<file path="src/rtl/i3c_bus_sequencer_pkg.sv">
// Shared phase encoding and widths for the I3C bus sequencer slice.
package i3c_bus_sequencer_pkg;
    localparam int BYTE_W     = 8;
    localparam int ADDR_W_STD = 7;

    typedef enum logic [2:0] {
        PH_IDLE  = 3'd0,
        PH_START = 3'd1,
        PH_ADDR  = 3'd2,
        PH_ACK   = 3'd3,
        PH_DATA  = 3'd4,
        PH_STOP  = 3'd5
    } phase_e;
endpackage

</file>
<file path="src/rtl/i3c_rr_arbiter.sv">
// Combinational round-robin picker: first requester at or after ptr, wrapping.
module i3c_rr_arbiter #(
    parameter int NUM_REQ = 2,
    parameter int PTR_W   = 1
) (
    input  logic [NUM_REQ-1:0] req,
    input  logic [PTR_W-1:0]   ptr,
    output logic [NUM_REQ-1:0] gnt
);
    logic found;

    always_comb begin
        gnt   = '0;
        found = 1'b0;
        // Outer loop walks the distance from ptr, so the nearest requester wins.
        for (int i = 0; i < NUM_REQ; i++) begin
            for (int k = 0; k < NUM_REQ; k++) begin
                if (!found && req[k] && (k == (int'(ptr) + i) % NUM_REQ)) begin
                    gnt[k] = 1'b1;
                    found  = 1'b1;
                end
            end
        end
    end
endmodule

</file>
<file path="src/rtl/i3c_bus_sequencer.sv">
// Arbitrates single-byte commands and steps the bus controller through
// START/ADDR/ACK/DATA/ACK/STOP, one phase step per SCL bit tick.
module i3c_bus_sequencer
    import i3c_bus_sequencer_pkg::*;
#(
    parameter int NUM_REQ = 2,
    parameter int ADDR_W  = ADDR_W_STD
) (
    input  logic                       clk_i,
    input  logic                       rst_i,
    input  logic [NUM_REQ-1:0]         req_valid_i,
    output logic [NUM_REQ-1:0]         req_ready_o,
    input  logic [NUM_REQ*ADDR_W-1:0]  req_addr_i,
    input  logic [NUM_REQ-1:0]         req_rnw_i,
    input  logic [NUM_REQ*BYTE_W-1:0]  req_wdata_i,
    input  logic                       bit_tick_i,
    input  logic                       sda_i,
    input  logic                       abort_i,
    output logic [2:0]                 state_o,
    output logic                       sda_bit_o,
    output logic [NUM_REQ-1:0]         grant_o,
    output logic                       busy_o,
    output logic                       done_o,
    output logic                       nack_o,
    output logic [BYTE_W-1:0]          rdata_o
);
    localparam int PTR_W = (NUM_REQ > 1) ? $clog2(NUM_REQ) : 1;

    phase_e              state_q, state_d;
    logic [2:0]          cnt_q, cnt_d;
    logic [BYTE_W-1:0]   sh_q, sh_d;
    logic [BYTE_W-1:0]   wdata_q, wdata_d;
    logic [BYTE_W-1:0]   rdata_q, rdata_d;
    logic [ADDR_W-1:0]   addr_q, addr_d;
    logic [NUM_REQ-1:0]  grant_q, grant_d;
    logic [PTR_W-1:0]    ptr_q, ptr_d;
    logic                rnw_q, rnw_d;
    logic                ack_data_q, ack_data_d;
    logic                nack_q, nack_d;
    logic                abort_q, abort_d;
    logic                done_q, done_d;

    logic [NUM_REQ-1:0]  arb_gnt;
    logic [ADDR_W-1:0]   sel_addr;
    logic [BYTE_W-1:0]   sel_wdata;
    logic                sel_rnw;
    logic [PTR_W-1:0]    nxt_ptr;
    logic                accept;
    logic                abort_hit;

    i3c_rr_arbiter #(
        .NUM_REQ (NUM_REQ),
        .PTR_W   (PTR_W)
    ) u_arb (
        .req (req_valid_i),
        .ptr (ptr_q),
        .gnt (arb_gnt)
    );

    // The cycle carrying done_o is kept free so completion and a new grant never coincide.
    assign accept      = (state_q == PH_IDLE) && !done_q && (|req_valid_i);
    assign req_ready_o = accept ? arb_gnt : '0;
    assign abort_hit   = abort_q | abort_i;

    always_comb begin
        sel_addr  = '0;
        sel_wdata = '0;
        sel_rnw   = 1'b0;
        nxt_ptr   = '0;
        for (int k = 0; k < NUM_REQ; k++) begin
            if (arb_gnt[k]) begin
                sel_addr  = req_addr_i[k*ADDR_W +: ADDR_W];
                sel_wdata = req_wdata_i[k*BYTE_W +: BYTE_W];
                sel_rnw   = req_rnw_i[k];
                nxt_ptr   = PTR_W'((k + 1) % NUM_REQ);
            end
        end
    end

    always_comb begin
        state_d    = state_q;
        cnt_d      = cnt_q;
        sh_d       = sh_q;
        wdata_d    = wdata_q;
        rdata_d    = rdata_q;
        addr_d     = addr_q;
        grant_d    = grant_q;
        ptr_d      = ptr_q;
        rnw_d      = rnw_q;
        ack_data_d = ack_data_q;
        nack_d     = nack_q;
        abort_d    = abort_q;
        done_d     = 1'b0;

        if (state_q inside {PH_START, PH_ADDR, PH_ACK, PH_DATA} && abort_i)
            abort_d = 1'b1;

        case (state_q)
            PH_IDLE: begin
                if (accept) begin
                    state_d = PH_START;
                    grant_d = arb_gnt;
                    addr_d  = sel_addr;
                    wdata_d = sel_wdata;
                    rnw_d   = sel_rnw;
                    ptr_d   = nxt_ptr;
                    nack_d  = 1'b0;
                    abort_d = 1'b0;
                end
            end
            PH_START: begin
                if (bit_tick_i) begin
                    if (abort_hit) begin
                        state_d = PH_STOP;
                        nack_d  = 1'b1;
                    end else begin
                        state_d = PH_ADDR;
                        cnt_d   = 3'd7;
                        sh_d    = BYTE_W'({addr_q, rnw_q});
                    end
                end
            end
            PH_ADDR: begin
                if (bit_tick_i) begin
                    if (abort_hit) begin
                        state_d = PH_STOP;
                        nack_d  = 1'b1;
                    end else begin
                        sh_d = {sh_q[BYTE_W-2:0], 1'b0};
                        if (cnt_q == 3'd0) begin
                            state_d    = PH_ACK;
                            ack_data_d = 1'b0;
                        end else begin
                            cnt_d = cnt_q - 3'd1;
                        end
                    end
                end
            end
            PH_ACK: begin
                if (bit_tick_i) begin
                    if (abort_hit) begin
                        state_d = PH_STOP;
                        nack_d  = 1'b1;
                    end else if (!ack_data_q) begin
                        if (sda_i) begin
                            state_d = PH_STOP;
                            nack_d  = 1'b1;
                        end else begin
                            state_d = PH_DATA;
                            cnt_d   = 3'd7;
                            sh_d    = rnw_q ? '0 : wdata_q;
                        end
                    end else begin
                        // A read ends with our own NACK, so only write data can be refused.
                        if (!rnw_q && sda_i)
                            nack_d = 1'b1;
                        state_d = PH_STOP;
                    end
                end
            end
            PH_DATA: begin
                if (bit_tick_i) begin
                    if (abort_hit) begin
                        state_d = PH_STOP;
                        nack_d  = 1'b1;
                    end else begin
                        sh_d = {sh_q[BYTE_W-2:0], rnw_q ? sda_i : 1'b0};
                        if (cnt_q == 3'd0) begin
                            state_d    = PH_ACK;
                            ack_data_d = 1'b1;
                        end else begin
                            cnt_d = cnt_q - 3'd1;
                        end
                    end
                end
            end
            PH_STOP: begin
                if (bit_tick_i) begin
                    state_d = PH_IDLE;
                    done_d  = 1'b1;
                    grant_d = '0;
                    abort_d = 1'b0;
                    if (rnw_q && !nack_q)
                        rdata_d = sh_q;
                end
            end
            default: state_d = PH_IDLE;
        endcase
    end

    always_ff @(posedge clk_i or posedge rst_i) begin
        if (rst_i) begin
            state_q    <= PH_IDLE;
            cnt_q      <= '0;
            sh_q       <= '0;
            wdata_q    <= '0;
            rdata_q    <= '0;
            addr_q     <= '0;
            grant_q    <= '0;
            ptr_q      <= '0;
            rnw_q      <= 1'b0;
            ack_data_q <= 1'b0;
            nack_q     <= 1'b0;
            abort_q    <= 1'b0;
            done_q     <= 1'b0;
        end else begin
            state_q    <= state_d;
            cnt_q      <= cnt_d;
            sh_q       <= sh_d;
            wdata_q    <= wdata_d;
            rdata_q    <= rdata_d;
            addr_q     <= addr_d;
            grant_q    <= grant_d;
            ptr_q      <= ptr_d;
            rnw_q      <= rnw_d;
            ack_data_q <= ack_data_d;
            nack_q     <= nack_d;
            abort_q    <= abort_d;
            done_q     <= done_d;
        end
    end

    always_comb begin
        sda_bit_o = 1'b1;
        if (state_q == PH_ADDR || (state_q == PH_DATA && !rnw_q))
            sda_bit_o = sh_q[BYTE_W-1];
    end

    assign state_o = state_q;
    assign grant_o = grant_q;
    assign busy_o  = (state_q != PH_IDLE);
    assign done_o  = done_q;
    assign nack_o  = done_q & nack_q;
    assign rdata_o = rdata_q;
endmodule

</file>
<file path="config.mk">
export PLATFORM = sky130hd
export DESIGN_NAME = i3c_bus_sequencer
export DESIGN_NICKNAME = d
export VERILOG_FILES = /design/src/rtl/i3c_bus_sequencer_pkg.sv /design/src/rtl/i3c_rr_arbiter.sv /design/src/rtl/i3c_bus_sequencer.sv
export SDC_FILE = /design/constraint.sdc
export NUM_CORES = 1
export LEC_CHECK = 0
export CAP_MARGIN = 5
export CORE_MARGIN = 2
export CORE_UTILIZATION = 49
export DETAILED_ROUTE_END_ITERATION = 10
export PLACE_DENSITY = 0.8
export SLEW_MARGIN = 20
export SYNTH_ARGS = -nofsm -noshare
export SYNTH_HDL_FRONTEND = slang
export SYNTH_SLANG_ARGS = --single-unit
export TNS_END_PERCENT = 10
</file>
<file path="constraint.sdc">
create_clock -name clk_i -period 2.7 [get_ports clk_i]
set_clock_uncertainty 0.05 [all_clocks]
set_input_delay 0.81 -clock clk_i [delete_from_list [all_inputs] [get_ports clk_i]]
set_output_delay 0.81 -clock clk_i [all_outputs]
set_load 0.01 [all_outputs]
</file>
==> flow_summary.toml <==
[worst_setup_path]
path_cells = "buf_4 > nand2b_4 > o21ai_2 > nand2_1 > clkdlybuf4s50_1"
critical_path_class = "flop to output pin"
slowest_delay_ns = 0.52
critPathRequiredTime_ns = 1.84
cp_max_fo = 22
reg2reg_to = "addr_q[2]$_DFFE_PP0P_"
cp-startpoint = "state_o[1]$_DFFE_PP0P_"
cp_slowest_cell = "clkdlybuf4s50_1"
r2r-start = "state_o[0]$_DFFE_PP0P_"
worstSetupEndpoint = "sda_bit_o"
r2r_slack_ns = 0.66
cp.arrival_ns = 1.77
start_kind = "flop"
cp-end-kind = "output pin"
ff2ff_path_depth = 6

[clock_network]
cts_setup_buffers = 0
h-tree-depth = 2
cts_buffers = 5
clkSlewWorstSetupHoldPaths_ns = 0.09
ctsLongestPathBuffers = 2
clockRootBuffer = "clkbuf_8"
cts.sinks = 45
cts_tree = "done"
insertion_delay_ns = 0.31

[layout]
ff_latch_area_um2 = 1126
num_antenna_cells = 0
area_growth_pct = 34.28
design_area_um2 = 3083
final_nets = 314
fillers = 344
multi_input_area_um2 = 1026
layout-drive-gt1-share = 0.1788
final_cell_count_no_fill = 326

[routing]
drtAntennaViolNets = 0
drc = 0
vias = 1911
routedWlPerCell_um = 16.65
drt-vias-per-instance = 5.862
drt_wl_total_um = 5427
dr.pass1.iters = 6
drt_iter0_drc = 153

[grt]
grt_remaining_overflow = 0
grt_max_degree = 46
grt-busiest-layer = "met2"
antenna_found_initial = 0
gr-usage-met1 = 0.3132
grt_pass1_wl_um = 8894
use_met2 = 0.3303
grt.total_usage = 0.2227
grtUsageMet3 = 0.04722
grt_pass1_vias = 1829

[hold_path]
hold_path_depth = 1
min_path_type = "flop to flop"

[pwr]
power_density_nw_per_um2 = 1074
p_leak_nw = 1.405
ir_worst_vdd_mv = 0.7569

[sta]
max_freq_ghz = 0.3799
hold_viol_final = 0
final-max-slew-violation-count = 0
finalCriticalPeriod_ns = 2.633
relSlewSlack = 0.4622
period_share = 0.9750
setup_violations = 0
worst_slew_pin_slew_ns = 0.7958

[floorplan]
die_y_um = 72.45
die_w_um = 72.45
dieArea_um2 = 5249
num_io_pins = 58
start_util = 0.5166
num_rows = 24
coreArea_um2 = 4444

[yosys]
avgSynthCellArea_um2 = 11.09
yosysSeqAreaShare = 0.4905
synth-edff-count = 0
synthCells = 207
synth_top_flop_cell = "dfrtp_1"
yosys.area.top_type = "dfrtp_1"
syn_nets = 248
synth_area_leaders = "dfrtp_1, mux2_2, a222oi_1"
async_flop_share = 1.000
ys_ff_latch = 45
synth_cell_types = 44
ys_warn_count = 0
synth_area_um2 = 2296
yosysTopAreaCellShare = 0.4905

[place]
place_hpwl_um = 3908
dpl-instance-area_um2 = 2963
globalplace.congestion = 0.8939
numPortBuffers = 57
dp_cells = 318

[status]
status = "complete, no violations"

[flow_run]
maxCapViolCount = 0
## report_power, final
part	total, W	leakage (nW)	internal [W]	switching [W]
clock	0.000518	0.0554	0.000278	0.000240
sequential	0.00118	0.556	0.000969	0.000211
combinational	0.00161	0.794	0.000845	0.000767
total	0.00331	1.41	0.00209	0.00122
## routing by layer
layer / wire length [um] / share of wire
met1: 2423 / 0.45
met2: 2583 / 0.48
met3: 329 / 0.061
met4: 90 / 0.017
met5: 0 / 0
## worst max-delay path, delay by kind of cell (launching register included)
family / cells / cell delay (ns)
buf+inv: 2 / 0.77
flops: 1 / 0.35
simple gates: 2 / 0.27
compound gates: 1 / 0.07
## through the flow
stage            TNS, ns  setup WS (ns)    util  hold WS [ns]  power [W]
6_report               0        0.06738  0.6937        0.4014   0.003310
5_1_grt        -0.005819      -0.005819  0.6937        0.4409   0.003542
3_5_place_dp     -0.9700        -0.5161  0.6667        0.3831   0.002767
3_3_place_gp     -0.9772        -0.5257  0.6667        0.3808   0.002708
2_1_floorplan          0         0.1039       -        0.3646   0.002196
4_1_cts                0      0.0009720  0.6920        0.3947   0.003306
## cell families after synthesis
group / count (synthesis) / synth area share
buf+inv: 34 / 0.07193
flops: 45 / 0.4905
mux: 16 / 0.07847
compound gates: 63 / 0.2224
simple gates: 46 / 0.1215
fa+ha+maj: 3 / 0.01526
## synthesized netlist by cell type, types with 2 or more instances
| cell type | instances |
|---|---|
| or2_2 | 2 |
| mux2_2 | 16 |
| and2_1 | 8 |
| clkbuf_1 | 3 |
| nor3b_1 | 2 |
| o31a_1 | 2 |
| a21oi_1 | 9 |
| a221o_1 | 7 |
| a22o_1 | 2 |
| nand2b_1 | 5 |
| o31ai_1 | 2 |
| buf_2 | 3 |
| a2bb2oi_1 | 3 |
| nor2_1 | 5 |
| a222oi_1 | 15 |
| o21a_1 | 3 |
| o21ai_0 | 10 |
| dfrtp_1 | 45 |
| nand2_1 | 8 |
| or3_1 | 2 |
| nor2b_1 | 2 |
| ha_1 | 2 |
| nand3_1 | 3 |
| inv_1 | 23 |
| nor3_1 | 3 |
| buf_6 | 4 |
## timing repair
item | CTS | global route
pin swaps | 2 | 0
hold buffers | 0 | 0
hold endpoints to repair | 0 | 0
setup endpoints to repair | 4 | 1
resized for setup | 15 | 2
## flip-flops by register name (all words and copies together), names as in the netlist
| name | cells |
|---|---|
| abort_q | 1 |
| state_o | 3 |
| sh_q | 8 |
| addr_q | 7 |
| rnw_q | 1 |
| rdata_o | 8 |
| ack_data_q | 1 |
| done_o | 1 |
| ptr_q | 1 |
| cnt_q | 3 |
| wdata_q | 8 |
| grant_o | 2 |
| nack_q | 1 |
## placed cells by master, fill, tap and decap left out, drive strengths merged, types with 6 or more instances in the layout
cell / synthesis / routed
clkdlybuf4s50: 0 / 53
mux2: 16 / 16
buf: 8 / 15
dfrtp: 45 / 45
nand2: 8 / 8
a222oi: 15 / 15
and2: 8 / 8
a21oi: 9 / 9
inv: 23 / 22
a221o: 7 / 7
o21ai: 10 / 10
clkbuf: 3 / 6
## worst min-delay path by stage
stage / from / end / slack, ns
finish: cnt_q[0]$_DFFE_PP0P_ / cnt_q[0]$_DFFE_PP0P_ / 0.40
detailed placement: cnt_q[0]$_DFFE_PP0P_ / cnt_q[0]$_DFFE_PP0P_ / 0.38
global route: cnt_q[0]$_DFFE_PP0P_ / cnt_q[0]$_DFFE_PP0P_ / 0.44
floorplan: cnt_q[0]$_DFFE_PP0P_ / cnt_q[0]$_DFFE_PP0P_ / 0.36
CTS: cnt_q[0]$_DFFE_PP0P_ / cnt_q[0]$_DFFE_PP0P_ / 0.39
global placement: cnt_q[0]$_DFFE_PP0P_ / cnt_q[0]$_DFFE_PP0P_ / 0.38
## layout make-up
| cell class | count | share of cell area |
|---|---|---|
| clock buffers | 6 | 0.02354 |
| repair buffers | 70 | 0.2167 |
| well taps | 52 | 0.02110 |
| flip-flops and latches | 45 | 0.3653 |
| inverters | 23 | 0.02800 |
| multi-input cells | 128 | 0.3328 |
| clock inverters | 2 | 0.01258 |
Note: power is estimated with default switching activity, not from simulation.
